## src/rtl/vram_dump.sv

```systemverilog
// Screen dump engine: walks a COLS x ROWS text VRAM and streams each character,
// with CR/LF after every row, out of an 8N1 UART transmitter.
module vram_dump #(
  parameter int COLS   = 60,
  parameter int ROWS   = 17,
  parameter int CLK_HZ = 24_000_000,
  parameter int BAUD   = 115200
) (
  input  logic        i_clk,
  input  logic        i_rst,
  input  logic        i_start,
  output logic        o_running,
  output logic        o_done,
  output logic [10:0] o_vram_addr,
  output logic        o_vram_ce,
  output logic        o_vram_w,
  input  logic [7:0]  i_vram_dout,
  output logic        o_tx
);

  // BIT_DIV must be at least 2 for the bit timing below to make sense.
  localparam int BIT_DIV = CLK_HZ / BAUD;
  localparam int DIV_W   = (BIT_DIV < 2) ? 1 : $clog2(BIT_DIV);

  localparam logic [DIV_W-1:0] DIV_LAST = DIV_W'(BIT_DIV - 1);
  localparam logic [5:0]       X_LAST   = 6'(COLS - 1);
  localparam logic [4:0]       Y_LAST   = 5'(ROWS - 1);
  localparam logic [3:0]       STOP_BIT = 4'd9;

  typedef enum logic [2:0] {
    IDLE,
    READ,
    CAPTURE,
    SEND,
    CR,
    LF,
    DONE
  } state_t;

  state_t           state;
  logic [5:0]       x;
  logic [4:0]       y;
  logic [DIV_W-1:0] baud_cnt;
  logic [3:0]       bit_cnt;
  logic [8:0]       shifter;   // {stop, data[7:0]}, shifted out LSB first
  logic [7:0]       char_byte;

  assign o_vram_w = 1'b0;

  // Non-printable bytes are shown as '.' on the terminal.
  always_comb begin
    // NOTE: give every always_comb output a default first so no path can infer a latch.
    char_byte = i_vram_dout;
    if (i_vram_dout < 8'h20 || i_vram_dout > 8'h7E) char_byte = 8'h2E;
  end

  always_ff @(posedge i_clk or posedge i_rst) begin
    if (i_rst) begin
      state       <= IDLE;
      x           <= '0;
      y           <= '0;
      baud_cnt    <= '0;
      bit_cnt     <= '0;
      shifter     <= '1;
      o_tx        <= 1'b1;
      o_running   <= 1'b0;
      o_done      <= 1'b0;
      o_vram_ce   <= 1'b0;
      o_vram_addr <= '0;
    end else begin
      // NOTE: sequential state uses non-blocking assignments; these defaults are overridden below.
      o_vram_ce   <= 1'b0;
      o_vram_addr <= '0;
      o_done      <= 1'b0;

      unique case (state)
        IDLE: begin
          if (i_start) begin
            x           <= '0;
            y           <= '0;
            state       <= READ;
            o_running   <= 1'b1;
            o_vram_ce   <= 1'b1;
            o_vram_addr <= '0;
          end
        end

        READ: state <= CAPTURE;

        CAPTURE: begin
          shifter  <= {1'b1, char_byte};
          baud_cnt <= '0;
          bit_cnt  <= '0;
          o_tx     <= 1'b0;
          state    <= SEND;
        end

        SEND, CR, LF: begin
          if (baud_cnt != DIV_LAST) begin
            baud_cnt <= baud_cnt + 1'b1;
          end else if (bit_cnt != STOP_BIT) begin
            baud_cnt <= '0;
            bit_cnt  <= bit_cnt + 1'b1;
            o_tx     <= shifter[0];
            shifter  <= {1'b1, shifter[8:1]};
          end else begin
            // Frame complete: start the next frame or READ with no idle cycle.
            baud_cnt <= '0;
            bit_cnt  <= '0;
            if (state == SEND) begin
              if (x < X_LAST) begin
                x           <= x + 6'd1;
                state       <= READ;
                o_vram_ce   <= 1'b1;
                o_vram_addr <= {y, x + 6'd1};
              end else begin
                shifter <= {1'b1, 8'h0D};
                o_tx    <= 1'b0;
                state   <= CR;
              end
            end else if (state == CR) begin
              shifter <= {1'b1, 8'h0A};
              o_tx    <= 1'b0;
              state   <= LF;
            end else if (y < Y_LAST) begin
              x           <= '0;
              y           <= y + 5'd1;
              state       <= READ;
              o_vram_ce   <= 1'b1;
              o_vram_addr <= {y + 5'd1, 6'd0};
            end else begin
              state  <= DONE;
              o_done <= 1'b1;
            end
          end
        end

        DONE: begin
          state     <= IDLE;
          o_running <= 1'b0;
        end

        default: state <= IDLE;
      endcase
    end
  end

endmodule

```

## config.mk

```make
export PLATFORM = sky130hd
export DESIGN_NAME = vram_dump
export DESIGN_NICKNAME = d
export VERILOG_FILES = /design/src/rtl/vram_dump.sv
export SDC_FILE = /design/constraint.sdc
export NUM_CORES = 1
export LEC_CHECK = 0
export ABC_CLOCK_PERIOD_IN_PS = 2700
export BUFFER_PORTS_ARGS = -buffer_cell sky130_fd_sc_hd__buf_2
export CORE_MARGIN = 2
export CORE_UTILIZATION = 66
export CTS_BUF_LIST = sky130_fd_sc_hd__clkbuf_4
export CTS_CLUSTER_DIAMETER = 60
export DETAILED_ROUTE_END_ITERATION = 6
export GPL_TIMING_DRIVEN = 0
export PLACE_DENSITY = 0.88
export SLEW_MARGIN = 20
export SYNTH_ARGS = -nofsm -noshare
export SYNTH_HDL_FRONTEND = slang
export SYNTH_SLANG_ARGS = --single-unit
```

## constraint.sdc

```tcl
create_clock -name i_clk -period 2.7 [get_ports i_clk]
set_input_delay 0.27 -clock i_clk [delete_from_list [all_inputs] [get_ports i_clk]]
set_output_delay 0.27 -clock i_clk [all_outputs]
set_load 0.005 [all_outputs]
```

# Word-level counts from Yosys, hierarchy flattened
# Index checks and enable logic that the tools add are counted.
[classes]
n_lt_le_gt_ge = 4
mux = 64
reduce_logical = 12
add_sub_neg = 4
eq_ne = 19
[op_table]
columns = ["op", "n"]
rows = [
  ["11-bit two-way mux", 7],
  ["9-bit two-way mux", 5],
  ["6-bit two-way mux", 7],
  ["5-bit two-way mux", 6],
  ["3-bit two-way mux", 7],
  ["1-bit two-way mux", 19],
  ["9-bit case mux with 2 select lines", 1],
  ["8-bit two-way mux", 2],
  ["8-bit case mux with 2 select lines", 1],
  ["7-bit AND reduction", 2],
  ["2-bit inequality test, second input constant", 6],
  ["4-bit inequality test, second input constant", 3],
  ["3-bit case mux with 4 select lines", 1],
  ["6-bit case mux with 2 select lines", 1],
  ["5-bit case mux with 2 select lines", 1],
  ["3-bit == test, second input constant", 3],
  ["3-bit inequality test, second input constant", 3],
  ["8-bit by 1-bit adder with 8-bit output, second input constant", 1],
  ["8-bit by 7-bit greater-than comparator with 1-bit output, second input constant", 1],
  ["8-bit by 6-bit < comparator with 1-bit output, second input constant", 1],
  ["4-bit two-way mux", 2],
  ["8-bit inequality test, second input constant", 1],
  ["4-bit case mux with 2 select lines", 1],
  ["6-bit by 1-bit adder with 6-bit output, second input constant", 1],
  ["14 further kinds", 20],
]
[word_totals]
inputBits = 11
output_inout_bits = 16
elab_cells = 114
ff_bits = 50

# Depth between registers and ports, before layout
[logic_depth]
ltp_word = 7
depth_mapped = 8
depth_no_buf = 6

# Worst setup path after synthesis
# OpenSTA, ideal clock, no wires.
[synth_path]
path_type = "register -> register"
startpoint = "reg x[0]"
endpoint = "reg shifter[0]"
setup_slack_ns = 0.939
stages_incl_launch_ff = 6
setup_time_ns = 0.082
required_time_ns = 2.618
t_arrival_ns = 1.679
cell_sequence = "dfrtp_1 ha_1 o2111ai_1 nor2_1 o21ai_4 mux2_2"
[synth_between]
elab_chain_len = 3
[synth_rtl]
columns = ["element", "line_no", "rtl"]
rows = [
  ["start, declared", "41", "logic [5:0] x;"],
  ["start signal, assigned", "112", "x <= x + 6'd1;"],
  ["6-bit < comparator", "111", "if (x < X_LAST) begin"],
  ["4-bit inequality test (no source line)", "--", ""],
  ["4-bit AND reduction (no source line)", "--", ""],
  ["end signal, assigned", "105", "shifter <= {1'b1, shifter[8:1]};"],
  ["end signal, assigned", "117", "shifter <= {1'b1, 8'h0D};"],
  ["end signal, assigned", "122", "shifter <= {1'b1, 8'h0A};"],
  ["end, declared", "45", "logic [8:0] shifter;"],
]
# Every way passes these cells.
# A chain may end at the register's enable or synchronous reset.

# Worst setup path in the final report
[layout_path]
startpoint = "reg x[0]"
endpoint = "reg shifter[2]"
# Same word-level chain as after synthesis.

==> impl_metrics.py <==
metrics = {
    "critical_path": {
        "crit_type": "reg2reg",
        "cp-start-kind": "flop",
        "reg2regPathDepth": 5,
        "cp-end-kind": "flop",
        "timing.rr.end": "shifter[2]$_DFFE_PP1P_",
        "reg2reg_from": "x[0]$_DFFE_PP0P_",
        "worstPathRequired_ns": 3.02,
        "crit_fanout": 9,
        "reg2reg_setup_slack_ns": 0.65,
        "cp.arrival_ns": 2.37,
    },
    "floorplan": {
        "num_rows": 23,
        "start_util": 0.6876,
        "fp.dieH_um": 68.79,
        "io_pins": 27,
        "fp.dieArea_um2": 4731,
        "coreArea_um2": 4029,
        "die_x_um": 68.79,
    },
    "logic_synthesis": {
        "synth_nets": 286,
        "ys_ff_latch": 49,
        "synth_edf_count": 0,
        "synthAdderAreaFrac": 0.02710,
        "synth_mux_area_frac": 0.04336,
        "synth_compound_area_frac": 0.2114,
        "synthFlopType": "dfrtp_1",
        "ys_warn_count": 0,
        "synth_simple_gate_area_frac": 0.2118,
        "synthArstFlopShare": 1.000,
        "syn_inst": 269,
        "seq_area_frac_synth": 0.4467,
        "synth_cell_types": 73,
        "synth_top_family_by_area": "simple AND/OR/NAND/NOR gates",
        "synth_xor_area_frac": 0.02213,
        "synth.avg_cell_area_um2": 10.30,
        "syn-cell-area_um2": 2770,
    },
    "timing": {
        "fin_crit_ns": 2.052,
        "max_slew.worst_pin.slew_ns": 0.5617,
        "finalHoldViolCount": 0,
        "slew_viol_final": 0,
        "relSlewSlack": 0.6250,
        "timing.hold.ws_ns": 0.3280,
        "finalSetupViolations": 0,
        "rsz0062_at_grt": "false",
        "fin_crit_sh": 0.7601,
        "fin_skew_ns": 0.01569,
        "tns_ns": 0,
        "timing.fmax_ghz": 0.4873,
    },
    "clocking": {
        "cts_max_level": 2,
        "cts_setup_buffers": 0,
        "cts_tree": "yes",
        "hold_buffers": 1,
        "cts.path.max_buffers": 2,
        "cts_sinks": 49,
        "insertion_delay_ns": 0.37,
        "ctsResizeCount": 0,
        "cts_made_buffers": 5,
        "clkTransAtPathRegs_ns": 0.15,
        "root_buffer": "clkbuf_4",
    },
    "grt": {
        "grt_pass1_vias": 2192,
        "grt_pass1_wl_um": 10450,
        "grt.overflow.total": 0,
        "grt_max_degree": 26,
        "track_usage": 0.2970,
        "grt_antenna_before_repair": 0,
    },
    "detailed_routing": {
        "totalWireLength_um": 6275,
        "routedWlPerCell_um": 17.73,
        "drc": 0,
        "vias_per_cell": 6.390,
        "num_vias": 2262,
        "detail-route-antenna-nets": 0,
        "drt_iter0_drc": 223,
        "first_pass_iters": 5,
    },
    "placement": {
        "place.gp.congestion": 0.8045,
        "io_buffers": 25,
        "dp_hpwl_um": 4455,
    },
    "power_and_ir_drop": {
        "p_clk_frac": 0.311,
        "internal_power_mw": 0.8709,
        "pwr-share-seq": 0.647,
        "p_sw_frac": 0.2450,
        "leakagePower_nw": 1.320,
        "pwr-share-comb": 0.042,
        "p_switching_mw": 0.2826,
        "vdd.ir_drop.worst_uv": 270.2,
        "pwr_density_cell_nw_per_um2": 377.2,
    },
    "hold_path": {
        "hold_depth": 4,
        "whs_endpoint": "shifter[1]$_DFFE_PP1P_",
        "min_from": "i_vram_dout[1]",
        "min_path_type": "in2reg",
    },
    "final_layout": {
        "drive_gt1_frac": 0.2730,
        "fin_nets": 320,
        "final_cell_mix": "dfrtp_1, buf_2, nor2_1",
        "mostFrequentLayoutCell": "dfrtp_1",
        "final_util": 0.7590,
        "final.fill_count": 289,
        "area_delta_synth_final_pct": 10.39,
        "antenna_cells": 0,
    },
    "run_status": {
        "status": "finished clean",
    },
    "flow_run": {
        "drv_cap": 0,
    },
}
## metal layers
metal  share of wire  wire, um  global-route usage
met5               0         0                   0
met3           0.063       397             0.05519
met2            0.50      3153              0.4916
met4           0.012        74              0.1005
met1            0.42      2650              0.3926
## synthesized netlist by cell type, types with 2 or more instances
master      n  area, um2
nand3_1    12      60.06
o21ai_1     2      10.01
o2bb2ai_1   2      17.52
o21bai_1    2      15.01
dfstp_2     9      236.5
a31oi_1     6      37.54
ha_1        6      75.07
or2_2       2      12.51
a22o_1      5      43.79
o21ai_0    12      60.06
buf_4       2      15.01
a32oi_1     2      17.52
xnor2_1     6      52.55
inv_1       7      26.28
mux2i_1     3      30.03
o211ai_1    5      37.54
nand2_1    20      75.07
and3_1      3      18.77
nand3b_1    3      22.52
and3b_1     2      17.52
nand2b_1    5      31.28
o31ai_1     2      15.01
mux2_2      8      90.09
o2111ai_1   2      17.52
a32o_1      3      30.03
buf_2       8      40.04
a21o_1      4      30.03
nor2b_1     4      25.02
o22ai_1     2      12.51
nor4_1      3      18.77
a21oi_1     8      40.04
nand4_1     4      25.02
nor2_1     22      82.58
nor3_1      4      20.02
dfrtp_1    40       1001
or4_1       2      15.01
## sequential cells by signal, summed over array words and instances (netlist names)
signal	flops
x	6
o_running	1
o_done	1
o_vram_ce	1
state	3
o_vram_addr	11
y	5
shifter	8
o_tx	1
bit_cnt	4
baud_cnt	8
## power groups by stage
stage               sequential, mW  combinational (mW)  clock [mW]
floorplan                    0.758              0.0255           0
global placement             0.759              0.0404           0
detailed placement           0.759              0.0469           0
CTS                          0.746              0.0484       0.370
global route                 0.747              0.0541       0.396
finish                       0.747              0.0479       0.359
## kinds of logic (layout without fill, tap and decap cells)
group,count (synthesis),in the layout
AO/OA/AOI/OAI,74,74
XOR/XNOR,7,7
adder cells (fa/ha/maj),6,6
multiplexers,11,11
AND/OR/NAND/NOR,101,101
flip-flops,49,49
buffers and inverters,20,55
other,1,1
## critical path: stages (launching register included)
cell	delay [ns]
dfrtp_1	0.47
ha_1	0.30
o2111ai_1	0.37
nor2_1	0.13
o21ai_4	0.34
mux2_2	0.39
## area by class of cell
class | instances | area, um2 | area share
buffer | 13 | 73.82 | 0.02414
clock inverter | 3 | 25.02 | 0.008183
multi-input combinational | 200 | 1433 | 0.4685
inverter | 7 | 26.28 | 0.008592
timing repair buffer | 27 | 162.7 | 0.05319
sequential | 49 | 1237 | 0.4047
tap | 50 | 62.56 | 0.02046
clock buffer | 5 | 37.54 | 0.01227
## worst max path at each step
stage / start / slack (ns) / end / depth (start not counted)
2_1_floorplan: x[0]$_DFFE_PP0P_ / 0.94 / shifter[0]$_DFFE_PP1P_ / 5
3_3_place_gp: i_rst / 0.69 / y[3]$_DFFE_PP0P_ / 2
3_5_place_dp: bit_cnt[1]$_DFFE_PP0P_ / 0.67 / state[0]$_DFFE_PP0P_ / 8
4_1_cts: x[0]$_DFFE_PP0P_ / 0.65 / shifter[2]$_DFFE_PP1P_ / 5
5_1_grt: x[0]$_DFFE_PP0P_ / 0.52 / x[0]$_DFFE_PP0P_ / 5
6_report: x[0]$_DFFE_PP0P_ / 0.65 / shifter[2]$_DFFE_PP1P_ / 5
## through the flow
stage / setup WS [ns] / instances / instance area (um2) / total power, mW
6_report: 0.6478 / 354 / 3058 / 1.154
5_1_grt: 0.5230 / 354 / 3058 / 1.197
4_1_cts: 0.6472 / 354 / 3058 / 1.165
3_5_place_dp: 0.6708 / 345 / 2985 / 0.8064
3_3_place_gp: 0.6872 / 344 / 2958 / 0.7994
2_1_floorplan: 0.9386 / 269 / 2770 / 0.7839
Power figures use the tool's default switching activity.
